<file path="config.mk">
export PLATFORM = sky130hd
export DESIGN_NAME = wb_retire_stage
export DESIGN_NICKNAME = d
export VERILOG_FILES = /design/src/rtl/wb_retire_stage_pkg.sv /design/src/rtl/wb_retire_fifo.sv /design/src/rtl/wb_retire_stage.sv
export SDC_FILE = /design/constraint.sdc
export NUM_CORES = 2
export LEC_CHECK = 0
export CORE_MARGIN = 2
export CORE_UTILIZATION = 56
export CTS_CLUSTER_SIZE = 14
export DETAILED_ROUTE_END_ITERATION = 16
export PLACE_DENSITY = 0.91
export SLEW_MARGIN = 20
export SYNTH_ARGS = -nofsm -noshare
export SYNTH_HDL_FRONTEND = slang
export SYNTH_SLANG_ARGS = --single-unit
</file>
<file path="constraint.sdc">
create_clock -name clk -period 7.3 [get_ports clk]
set_input_delay 1.46 -clock clk [delete_from_list [all_inputs] [get_ports clk]]
set_output_delay 1.46 -clock clk [all_outputs]
set_load 0.02 [all_outputs]
</file>
<file path="src/rtl/wb_retire_stage_pkg.sv">
//------------------------------------------------------------------------------
// wb_retire_stage_pkg
//   Shared sizing helpers for the writeback retire buffer: entry width and the
//   bit offset of each field inside a packed retire entry.
//   Revision: 1.0
//------------------------------------------------------------------------------
`default_nettype none

package wb_retire_stage_pkg;

  localparam int WB_FWD_PORTS = 2;

  // Entry layout, MSB to LSB: {pc, rf_we, waddr, wdata, hilo_we, hi, lo}
  function automatic int wb_entry_wd(input int pc_w, input int addr_w, input int data_w);
    return pc_w + 1 + addr_w + data_w + 1 + 2 * data_w;
  endfunction

  function automatic int wb_off_hi(input int data_w);
    return data_w;
  endfunction

  function automatic int wb_off_hilo_we(input int data_w);
    return 2 * data_w;
  endfunction

  function automatic int wb_off_wdata(input int data_w);
    return 2 * data_w + 1;
  endfunction

  function automatic int wb_off_waddr(input int data_w);
    return 3 * data_w + 1;
  endfunction

  function automatic int wb_off_rf_we(input int data_w, input int addr_w);
    return 3 * data_w + 1 + addr_w;
  endfunction

  function automatic int wb_off_pc(input int data_w, input int addr_w);
    return 3 * data_w + 2 + addr_w;
  endfunction

endpackage

`default_nettype wire

</file>
<file path="src/rtl/wb_retire_fifo.sv">
//------------------------------------------------------------------------------
// wb_retire_fifo
//   In-order retire storage with occupancy-derived full/empty; exposes every
//   slot and its valid bit so the forwarding CAM can search in age order.
//   Revision: 1.0
//------------------------------------------------------------------------------
`default_nettype none

module wb_retire_fifo #(
  parameter  int WIDTH = 8,
  parameter  int DEPTH = 4,
  localparam int PTR_W = $clog2(DEPTH),
  localparam int CNT_W = $clog2(DEPTH + 1)
) (
  input  logic                     clk,
  input  logic                     rst,
  input  logic                     flush,
  input  logic                     push,
  input  logic                     pop,
  input  logic [WIDTH-1:0]         wdata,
  output logic [WIDTH-1:0]         head,
  output logic [DEPTH*WIDTH-1:0]   entries,
  output logic [DEPTH-1:0]         valid,
  output logic [PTR_W-1:0]         rd_ptr,
  output logic [CNT_W-1:0]         count,
  output logic                     full,
  output logic                     empty
);

  logic [WIDTH-1:0] r_mem [DEPTH];
  logic [PTR_W-1:0] r_wr_ptr;
  logic [PTR_W-1:0] r_rd_ptr;
  logic [CNT_W-1:0] r_count;

  always_ff @(posedge clk) begin
    if (rst || flush) begin
      r_wr_ptr <= '0;
      r_rd_ptr <= '0;
      r_count  <= '0;
    end else begin
      if (push) r_wr_ptr <= r_wr_ptr + PTR_W'(1);
      if (pop)  r_rd_ptr <= r_rd_ptr + PTR_W'(1);
      case ({push, pop})
        2'b10:   r_count <= r_count + CNT_W'(1);
        2'b01:   r_count <= r_count - CNT_W'(1);
        default: r_count <= r_count;
      endcase
    end
  end

  // Storage needs no reset: a slot is only ever read while its valid bit is set.
  always_ff @(posedge clk) begin
    if (push && !flush && !rst) r_mem[r_wr_ptr] <= wdata;
  end

  for (genvar i = 0; i < DEPTH; i++) begin : g_slot
    logic [PTR_W-1:0] w_rel;
    assign w_rel                       = PTR_W'(i) - r_rd_ptr;
    assign valid[i]                    = CNT_W'(w_rel) < r_count;
    assign entries[i*WIDTH +: WIDTH]   = r_mem[i];
  end

  assign head   = r_mem[r_rd_ptr];
  assign rd_ptr = r_rd_ptr;
  assign count  = r_count;
  assign full   = (r_count == CNT_W'(DEPTH));
  assign empty  = (r_count == '0);

endmodule

`default_nettype wire

</file>
<file path="src/rtl/wb_retire_stage.sv">
//------------------------------------------------------------------------------
// wb_retire_stage
//   Writeback retire buffer: MEM handshake into a FIFO, one registered commit
//   per cycle to regfile/HI-LO, ID forwarding and debug trace.
//   Revision: 1.0
//------------------------------------------------------------------------------
`default_nettype none

module wb_retire_stage
  import wb_retire_stage_pkg::*;
#(
  parameter int DATA_W    = 32,
  parameter int ADDR_W    = 5,
  parameter int PC_W      = 32,
  parameter int DEPTH     = 4,
  parameter int FWD_PORTS = WB_FWD_PORTS
) (
  input  logic                          clk,
  input  logic                          rst,
  input  logic                          flush,
  input  logic                          in_valid,
  output logic                          in_ready,
  input  logic [PC_W-1:0]               in_pc,
  input  logic                          in_rf_we,
  input  logic [ADDR_W-1:0]             in_rf_waddr,
  input  logic [DATA_W-1:0]             in_rf_wdata,
  input  logic                          in_hilo_we,
  input  logic [DATA_W-1:0]             in_hi,
  input  logic [DATA_W-1:0]             in_lo,
  input  logic                          rf_ready,
  output logic                          rf_we,
  output logic [ADDR_W-1:0]             rf_waddr,
  output logic [DATA_W-1:0]             rf_wdata,
  output logic                          hilo_we,
  output logic [DATA_W-1:0]             hi_wdata,
  output logic [DATA_W-1:0]             lo_wdata,
  input  logic [FWD_PORTS*ADDR_W-1:0]   fwd_raddr,
  output logic [FWD_PORTS-1:0]          fwd_hit,
  output logic [FWD_PORTS*DATA_W-1:0]   fwd_data,
  output logic                          fwd_hilo_hit,
  output logic [DATA_W-1:0]             fwd_hi,
  output logic [DATA_W-1:0]             fwd_lo,
  output logic [$clog2(DEPTH+1)-1:0]    occupancy,
  output logic [PC_W-1:0]               debug_wb_pc,
  output logic [3:0]                    debug_wb_rf_wen,
  output logic [ADDR_W-1:0]             debug_wb_rf_wnum,
  output logic [DATA_W-1:0]             debug_wb_rf_wdata
);

  localparam int ENTRY_W   = wb_entry_wd(PC_W, ADDR_W, DATA_W);
  localparam int PTR_W     = $clog2(DEPTH);
  localparam int O_HI      = wb_off_hi(DATA_W);
  localparam int O_HILO_WE = wb_off_hilo_we(DATA_W);
  localparam int O_WDATA   = wb_off_wdata(DATA_W);
  localparam int O_WADDR   = wb_off_waddr(DATA_W);
  localparam int O_RF_WE   = wb_off_rf_we(DATA_W, ADDR_W);
  localparam int O_PC      = wb_off_pc(DATA_W, ADDR_W);

  logic                       w_retire;
  logic                       w_push;
  logic                       w_full;
  logic                       w_empty;
  logic [ENTRY_W-1:0]         w_in_entry;
  logic [ENTRY_W-1:0]         w_head;
  logic [DEPTH*ENTRY_W-1:0]   w_entries;
  logic [DEPTH-1:0]           w_valid;
  logic [PTR_W-1:0]           w_rd_ptr;
  logic [ENTRY_W-1:0]         w_ent [DEPTH];

  logic [PC_W-1:0]            r_pc;
  logic                       r_rf_we;
  logic [ADDR_W-1:0]          r_rf_waddr;
  logic [DATA_W-1:0]          r_rf_wdata;
  logic                       r_hilo_we;
  logic [DATA_W-1:0]          r_hi;
  logic [DATA_W-1:0]          r_lo;

  assign w_in_entry = {in_pc, in_rf_we, in_rf_waddr, in_rf_wdata, in_hilo_we, in_hi, in_lo};

  // A pop frees a slot in the same cycle, so a full buffer still accepts while draining.
  assign w_retire = !w_empty && rf_ready && !flush;
  assign in_ready = !w_full || w_retire;
  assign w_push   = in_valid && in_ready && !flush;

  wb_retire_fifo #(
    .WIDTH (ENTRY_W),
    .DEPTH (DEPTH)
  ) u_fifo (
    .clk     (clk),
    .rst     (rst),
    .flush   (flush),
    .push    (w_push),
    .pop     (w_retire),
    .wdata   (w_in_entry),
    .head    (w_head),
    .entries (w_entries),
    .valid   (w_valid),
    .rd_ptr  (w_rd_ptr),
    .count   (occupancy),
    .full    (w_full),
    .empty   (w_empty)
  );

  for (genvar i = 0; i < DEPTH; i++) begin : g_unpack
    assign w_ent[i] = w_entries[i*ENTRY_W +: ENTRY_W];
  end

  // Commit register clears on idle cycles so the write enables are single pulses.
  always_ff @(posedge clk) begin
    if (rst || !w_retire) begin
      r_pc       <= '0;
      r_rf_we    <= 1'b0;
      r_rf_waddr <= '0;
      r_rf_wdata <= '0;
      r_hilo_we  <= 1'b0;
      r_hi       <= '0;
      r_lo       <= '0;
    end else begin
      r_pc       <= w_head[O_PC +: PC_W];
      r_rf_we    <= w_head[O_RF_WE];
      r_rf_waddr <= w_head[O_WADDR +: ADDR_W];
      r_rf_wdata <= w_head[O_WDATA +: DATA_W];
      r_hilo_we  <= w_head[O_HILO_WE];
      r_hi       <= w_head[O_HI +: DATA_W];
      r_lo       <= w_head[DATA_W-1:0];
    end
  end

  // Scan oldest to youngest so the last match (youngest) overrides; commit reg is oldest of all.
  for (genvar k = 0; k < FWD_PORTS; k++) begin : g_fwd
    logic [ADDR_W-1:0] w_raddr;
    logic              w_hit;
    logic [DATA_W-1:0] w_data;
    logic [PTR_W-1:0]  w_idx;

    assign w_raddr = fwd_raddr[k*ADDR_W +: ADDR_W];

    always_comb begin
      w_hit  = 1'b0;
      w_data = '0;
      w_idx  = '0;
      if (w_raddr != '0) begin
        if (r_rf_we && (r_rf_waddr == w_raddr)) begin
          w_hit  = 1'b1;
          w_data = r_rf_wdata;
        end
        for (int j = 0; j < DEPTH; j++) begin
          w_idx = w_rd_ptr + PTR_W'(j);
          if (w_valid[w_idx] && w_ent[w_idx][O_RF_WE] &&
              (w_ent[w_idx][O_WADDR +: ADDR_W] == w_raddr)) begin
            w_hit  = 1'b1;
            w_data = w_ent[w_idx][O_WDATA +: DATA_W];
          end
        end
      end
    end

    assign fwd_hit[k]                    = w_hit;
    assign fwd_data[k*DATA_W +: DATA_W]  = w_data;
  end

  logic [PTR_W-1:0] w_hl_idx;

  always_comb begin
    fwd_hilo_hit = r_hilo_we;
    fwd_hi       = r_hilo_we ? r_hi : '0;
    fwd_lo       = r_hilo_we ? r_lo : '0;
    w_hl_idx     = '0;
    for (int j = 0; j < DEPTH; j++) begin
      w_hl_idx = w_rd_ptr + PTR_W'(j);
      if (w_valid[w_hl_idx] && w_ent[w_hl_idx][O_HILO_WE]) begin
        fwd_hilo_hit = 1'b1;
        fwd_hi       = w_ent[w_hl_idx][O_HI +: DATA_W];
        fwd_lo       = w_ent[w_hl_idx][DATA_W-1:0];
      end
    end
  end

  assign rf_we             = r_rf_we;
  assign rf_waddr          = r_rf_waddr;
  assign rf_wdata          = r_rf_wdata;
  assign hilo_we           = r_hilo_we;
  assign hi_wdata          = r_hi;
  assign lo_wdata          = r_lo;

  assign debug_wb_pc       = (r_rf_we || r_hilo_we) ? r_pc : '0;
  assign debug_wb_rf_wen   = {4{r_rf_we}};
  assign debug_wb_rf_wnum  = r_rf_waddr;
  assign debug_wb_rf_wdata = r_rf_wdata;

endmodule

`default_nettype wire

</file>
-- Word level (Yosys, flattened, before mapping)
Memory sizes are Yosys's and may differ from the RTL's. A register that Yosys moved wholly into a read port is not among the register bits.
Index checks and enable logic that the tools add are counted.
- register bits: 7
- bits in writable memories: 540
- bits of input ports: 150
- output and inout bits: 311
- word-level logic and storage cells: 142
- memories: 1
- add/sub/neg operators: 10
- $lt $le $gt $ge: 12
- eq/ne operators: 13
- multiplexer cells: 62
- bitwise gates (word level): 4
- reduce and logical (&&, ||, !) cells: 37
- memory list (memory ; words ; bits a word ; rd ports ; clocked after memory_dff ; write ports ; RTL line ; text):
    u_fifo.r_mem ; 4 ; 135 ; 5 ; 1 ; 1 ; wb_retire_fifo.sv:30 ; logic [WIDTH-1:0] r_mem [DEPTH];
- operator list (operator ; number):
    binary-select mux 135 bit (select 2 bit) ; 4
    2-to-1 mux 103 bit ; 8
    2-to-1 mux 32 bit ; 23
    == test 5 bit ; 10
    logical AND 1 bit ; 24
    2-to-1 mux 1 bit ; 22
    >= comparator 3 bit, second input constant ; 4
    < comparator 2 x 3 -> 1 bit ; 4
    < comparator 2 x 3 -> 1 bit, second input constant ; 4
    inverter 2 -> 3 bit ; 4
    nonzero test 5 bit ; 2
    binary-select mux 1 bit (select 2 bit) ; 4
    one-hot mux 3 bit (2 select lines) ; 1
    zero test 1 bit ; 5
    adder 2 x 1 -> 2 bit, second input constant ; 2
    adder 2 bit, second input constant ; 2
    logical OR 1 bit ; 4
    subtractor 1 x 2 -> 2 bit, first input constant ; 2
    subtractor 2 bit, first input constant ; 2
    adder 3 x 1 -> 3 bit, second input constant ; 1
    == test 3 bit, second input constant ; 1
    zero test 3 bit ; 1
    subtractor 3 x 1 -> 3 bit, second input constant ; 1
    == test 2 x 1 -> 1 bit, second input constant ; 1
    2 further kinds ; 2

-- Longest topological paths before layout
- depth in word-level cells: 11
- depth in mapped cells: 22
- depth with buffers taken out: 10

-- Cells and area by module
Synthesis repeated with hierarchy kept, for this count alone.
- cells, all modules: 2994
- area total of the unflattened synthesis: 39863.2 µm²
- by module, submodules not included (module ; instances ; cells each ; area each (µm²) ; seq. area each (µm²)):
    wb_retire_fifo ; 1 ; 773 ; 20025.5 ; 16395.7
    wb_retire_stage ; 1 ; 2221 ; 19837.8 ; 2702.6

-- Least setup slack after synthesis
No wires, ideal clock.
- path type: flip-flop to output port
- from: register u_fifo.r_rd_ptr[1], in the netlist u_fifo.rd_ptr[1]
- to: output fwd_data[35]
- data arrival time: 5.142 ns
- data required time: 5.840 ns
- setup slack: 0.698 ns
- stages on the path, launching flop included: 20
- buffers on the path: 9
- cells stage by stage: dfxtp_1 > clkbuf_1 > clkbuf_1 > buf_2 > buf_2 > buf_2 > clkbuf_1 > clkbuf_1 > buf_1 > xnor2_1 > inv_1 > ha_1 > nor2_1 > nor3_1 > or3_1 > a222oi_1 > nor2_2 > buf_6 > a221o_1 > a311oi_1
- word-level cells in the longest chain between the ends: 11
- elaborated cells between the ends (all ways): 52
- classes of those cells: add/sub (7); order compare (4); eq/ne (4); mux (25); bitwise (4); reduce/logical (8)
- RTL lines (what ; RTL line ; text):
    start: declaration ; wb_retire_fifo.sv:32 ; logic [PTR_W-1:0] r_rd_ptr;
    start signal: assignment ; wb_retire_fifo.sv:42 ; if (pop) r_rd_ptr <= r_rd_ptr + PTR_W'(1);
    subtractor 1 x 2 -> 2 bit, or another cell as far along ; wb_retire_fifo.sv:58 ; assign w_rel = PTR_W'(i) - r_rd_ptr;
    < comparator 2 x 3 -> 1 bit, or another cell as far along ; wb_retire_fifo.sv:59 ; assign valid[i] = CNT_W'(w_rel) < r_count;
    binary-select mux 1 bit (select 2 bit), or another cell as far along ; wb_retire_stage.sv:149 ; if (w_valid[w_idx] && w_ent[w_idx][O_RF_WE] &&
    2-to-1 mux 1 bit (not written as such), or another cell as far along ; wb_retire_stage.sv:149 ;
    logical AND 1 bit, or another cell as far along ; wb_retire_stage.sv:149 ;
    logical AND 1 bit or == test 5 bit (tied branches) ; wb_retire_stage.sv:149, wb_retire_stage.sv:150 ;
    2-to-1 mux 32 bit or logical AND 1 bit (tied branches) ; wb_retire_stage.sv:149 ;
    2-to-1 mux 32 bit (2 in a row) ; wb_retire_stage.sv:149 ;
    2-to-1 mux 32 bit (*) ; wb_retire_stage.sv:149 ;
    2-to-1 mux 32 bit (*) ; wb_retire_stage.sv:142 ; if (w_raddr != '0) begin
    end: declaration ; wb_retire_stage.sv:39 ; output logic [FWD_PORTS*DATA_W-1:0] fwd_data,
Every way passes the cells marked *; elsewhere a longest branch is shown, timed or not. The select of a mux whose other input is x is not followed.

-- Final worst setup path
- from: register u_fifo.r_rd_ptr[0], in the netlist u_fifo.rd_ptr[0]
- to: output fwd_data[29]
Same word-level chain as after synthesis.

==> flow_metrics.py <==
metrics = {
    "pwr": {
        "p_int_mw": 6.68,
        "switching_share_pct": 22.4,
        "p_clk_share_pct": 45.4,
        "leakagePower_nw": 13.9,
        "ir_drop_v": 0.000205,
        "p_seq_share_pct": 49.3,
        "power_switching_mw": 1.93,
        "p_per_area_mw_per_mm2": 196,
        "power_frac_comb_pct": 5.2,
    },
    "sta": {
        "setup_tns_ns": 0,
        "fin_crit_sh_pct": 95.9,
        "period_needed_ns": 7.00,
        "slew_violations": 0,
        "setup_viol": 0,
        "relSlewSlack_pct": 26.9,
        "fin_worst_skew_ns": 0.0343,
        "rsz0062_at_grt": "no",
        "tightestPinTransition_ns": 1.10,
        "timing.fmax_mhz": 143,
        "hold_violations": 0,
    },
    "worst_setup_path": {
        "rr_startpoint": "u_fifo.rd_ptr[0]",
        "start_kind": "flop",
        "crit_path_start": "u_fifo.rd_ptr[0]",
        "worstPathArrival_ns": 5.54,
        "crit_type": "reg -> out",
        "critPathMaxFanout": 75,
        "critPathMaxStageDelay_ns": 0.93,
        "rrSetupSlack_ns": 3.67,
        "slowest_stage": "buf_4",
        "path_cells": "buf_4 -> a31oi_1 -> nand3_1 -> and2_2 -> a21oi_1 -> a221o_1 -> a221oi_1 -> clkdlybuf4s50_1",
        "required_ns": 5.84,
        "endpoint_kind": "primary output",
    },
    "synthesis": {
        "syn-cell-area_mm2": 0.0364,
        "synth_cell_type_count": 64,
        "synth.yosys.seq_area_share_pct": 52.3,
        "ys_seq_elements": 682,
        "syn_area_per_cell_um2": 12.2,
        "synth_ff_type": "edfxtp_1",
        "async_flop_share_pct": 0,
        "synth_nets": 3137,
        "synthCells": 2977,
        "synth_area_leaders": "edfxtp_1 45%, mux4_2 11%, dfxtp_1 7.8%",
        "yosys_warnings": 0,
        "synth_top_area_share_pct": 44.5,
        "synth-edff-count": 540,
        "synth_area_leader_cell": "edfxtp_1",
    },
    "global_route": {
        "grt_pass1_wl_mm": 163,
        "antenna_found_initial": 13,
        "grt_pass1_vias": 28632,
        "grt_max_degree": 195,
        "grt_util_all_layers_pct": 31.3,
        "grt-ovfl-total": 0,
    },
    "drt": {
        "wl_per_cell_um": 25.8,
        "drt_first_iter_violations": 3819,
        "ant_nets": 0,
        "vias_per_cell": 6.87,
        "first_pass_iters": 12,
        "drc": 0,
        "vias": 28667,
        "wl_mm": 108,
    },
    "clock_tree": {
        "cts.repair.resized": 0,
        "cts_buffers": 75,
        "htree_num_levels": 3,
        "clock_tree.buffer_depth": 3,
        "insertion_delay_ns": 0.64,
        "cts-root-buf": "clkbuf_16",
        "ctsHoldBuffers": 0,
        "cts_sinks": 682,
        "cts_tree": "done",
        "path_clk_slew_ns": 0.06,
        "cts_setup_buffers": 0,
    },
    "floorplan": {
        "io_pins": 461,
        "initial_core_util_pct": 56.6,
        "coreArea_mm2": 0.0643,
        "dieArea_mm2": 0.0671,
        "die_w_um": 259,
        "rows": 93,
        "chipHeight_um": 259,
    },
    "hold_path": {
        "holdCritStartpoint": "u_fifo.r_wr_ptr[1]",
        "hold_class": "reg -> reg",
    },
    "finish": {
        "stdcell_area_mm2": 0.0439,
        "syn2layout_area_growth_pct": 20.5,
        "nFillCells": 4261,
        "fin_util_pct": 68.2,
        "drive_gt1_share_pct": 16.9,
        "fin_nets": 3407,
    },
    "status": {
        "status": "completed",
    },
    "placed_design": {
        "place_area_mm2": 0.0413,
        "place_congestion": 0.936,
        "place_hpwl_mm": 65.0,
        "numPortBuffers": 460,
    },
    "flow_run": {
        "cap_violations": 0,
    },
}
## cells in the mapped netlist, types with 32 or more instances
| cell | instances |
|---|---|
| or2_2 | 36 |
| o211ai_1 | 257 |
| buf_1 | 35 |
| a221o_1 | 51 |
| a31oi_1 | 66 |
| dfxtp_1 | 142 |
| clkbuf_1 | 210 |
| xor2_1 | 35 |
| edfxtp_1 | 540 |
| a221oi_1 | 32 |
| and2_1 | 44 |
| buf_2 | 39 |
| mux2_2 | 133 |
| mux4_2 | 172 |
| o21ai_0 | 148 |
| buf_4 | 43 |
| mux2i_1 | 149 |
| nor2_1 | 236 |
| nand2_1 | 259 |
| a21oi_1 | 73 |
| nor2b_1 | 34 |
| a311oi_1 | 42 |
## worst max-delay path, delay by kind of cell (launching register included)
kind,cells,cell delay (ns)
AOI/OAI and AO/OA,4,1.51
buffers and inverters,2,1.65
DFF,1,0.72
and+or+nand+nor,2,1.00
## per-stage QoR
step	setup slack (ns)	hold WS, ns	power (mW)	std cells
2_1_floorplan	0.698	0.518	4.55	2977
5_1_grt	0.121	0.636	8.81	4167
6_report	0.297	0.563	8.61	4170
4_1_cts	0.424	0.565	8.63	4164
3_3_place_gp	0.599	0.550	4.75	4025
3_5_place_dp	0.563	0.554	4.77	4025
## sequential cells by signal, summed over array words and instances (netlist names)
name / cells
debug_wb_rf_wnum: 5
u_fifo.rd_ptr: 2
r_pc: 32
debug_wb_rf_wdata: 32
lo_wdata: 32
hi_wdata: 32
u_fifo.count: 3
rf_we: 1
hilo_we: 1
u_fifo.r_wr_ptr: 2
u_fifo.r_mem: 540
## kinds of logic (layout without fill, tap and decap cells)
family,after synthesis,count (layout),synth area share [%]
xor gates and xnor gates,59,59,1.42
muxes,457,457,18.9
AOI/OAI and AO/OA,754,754,14.6
other,0,6,0
adders and majority gates,10,10,0.364
and+or+nand+nor,671,671,8.18
DFF,682,682,52.3
buffers and inverters,344,676,4.20
## final timing paths
check | depth (start not counted) | endpoint
min | 2 | u_fifo.r_wr_ptr[1]
max | 8 | fwd_data[29]
min reg2reg | 2 | u_fifo.r_wr_ptr[1]
max reg2reg | 5 | debug_wb_rf_wdata[0]
## layer usage
layer	vias to the layer above	GRT usage [%]	share of wire, %
met1	13808	37.8	36
met5	-	0	0.095
li1	12104	-	-
met3	561	8.54	12
met4	16	15.9	5.1
met2	2178	51.7	48
## power by group through the flow
stage	Sequential [mW]	Combinational, mW	Clock [mW]
global placement	4.33	0.426	0
finish	4.25	0.452	3.91
global route	4.25	0.476	4.08
detailed placement	4.33	0.438	0
CTS	4.25	0.443	3.94
floorplan	4.33	0.221	0
## layout make-up
type | instances | area (um2) | share of cell area [%]
diodes | 6 | 15.0 | 0.0342
clock buffers | 97 | 2090 | 4.76
clock inverters | 42 | 492 | 1.12
inverters | 13 | 56.3 | 0.128
multi-input cells | 1951 | 15900 | 36.3
flip-flops and latches | 682 | 19100 | 43.4
well taps | 855 | 1070 | 2.44
repair buffers | 524 | 5160 | 11.8
## layout by cell type, fill, tap and decap left out, types with 51 or more instances in the layout
master and count:
o211ai_1 257, dfxtp_1 139, a31oi_1 66, mux2_2 132, o21ai_0 148, clkbuf_16 76, mux4_2 172, nor2_1 232
mux2i_1 149, buf_4 57, clkdlybuf4s50_1 460, nand2_1 258, a221o_1 51, a21oi_1 73, edfxtp_1 540
(Power assumes the default switching activity.)
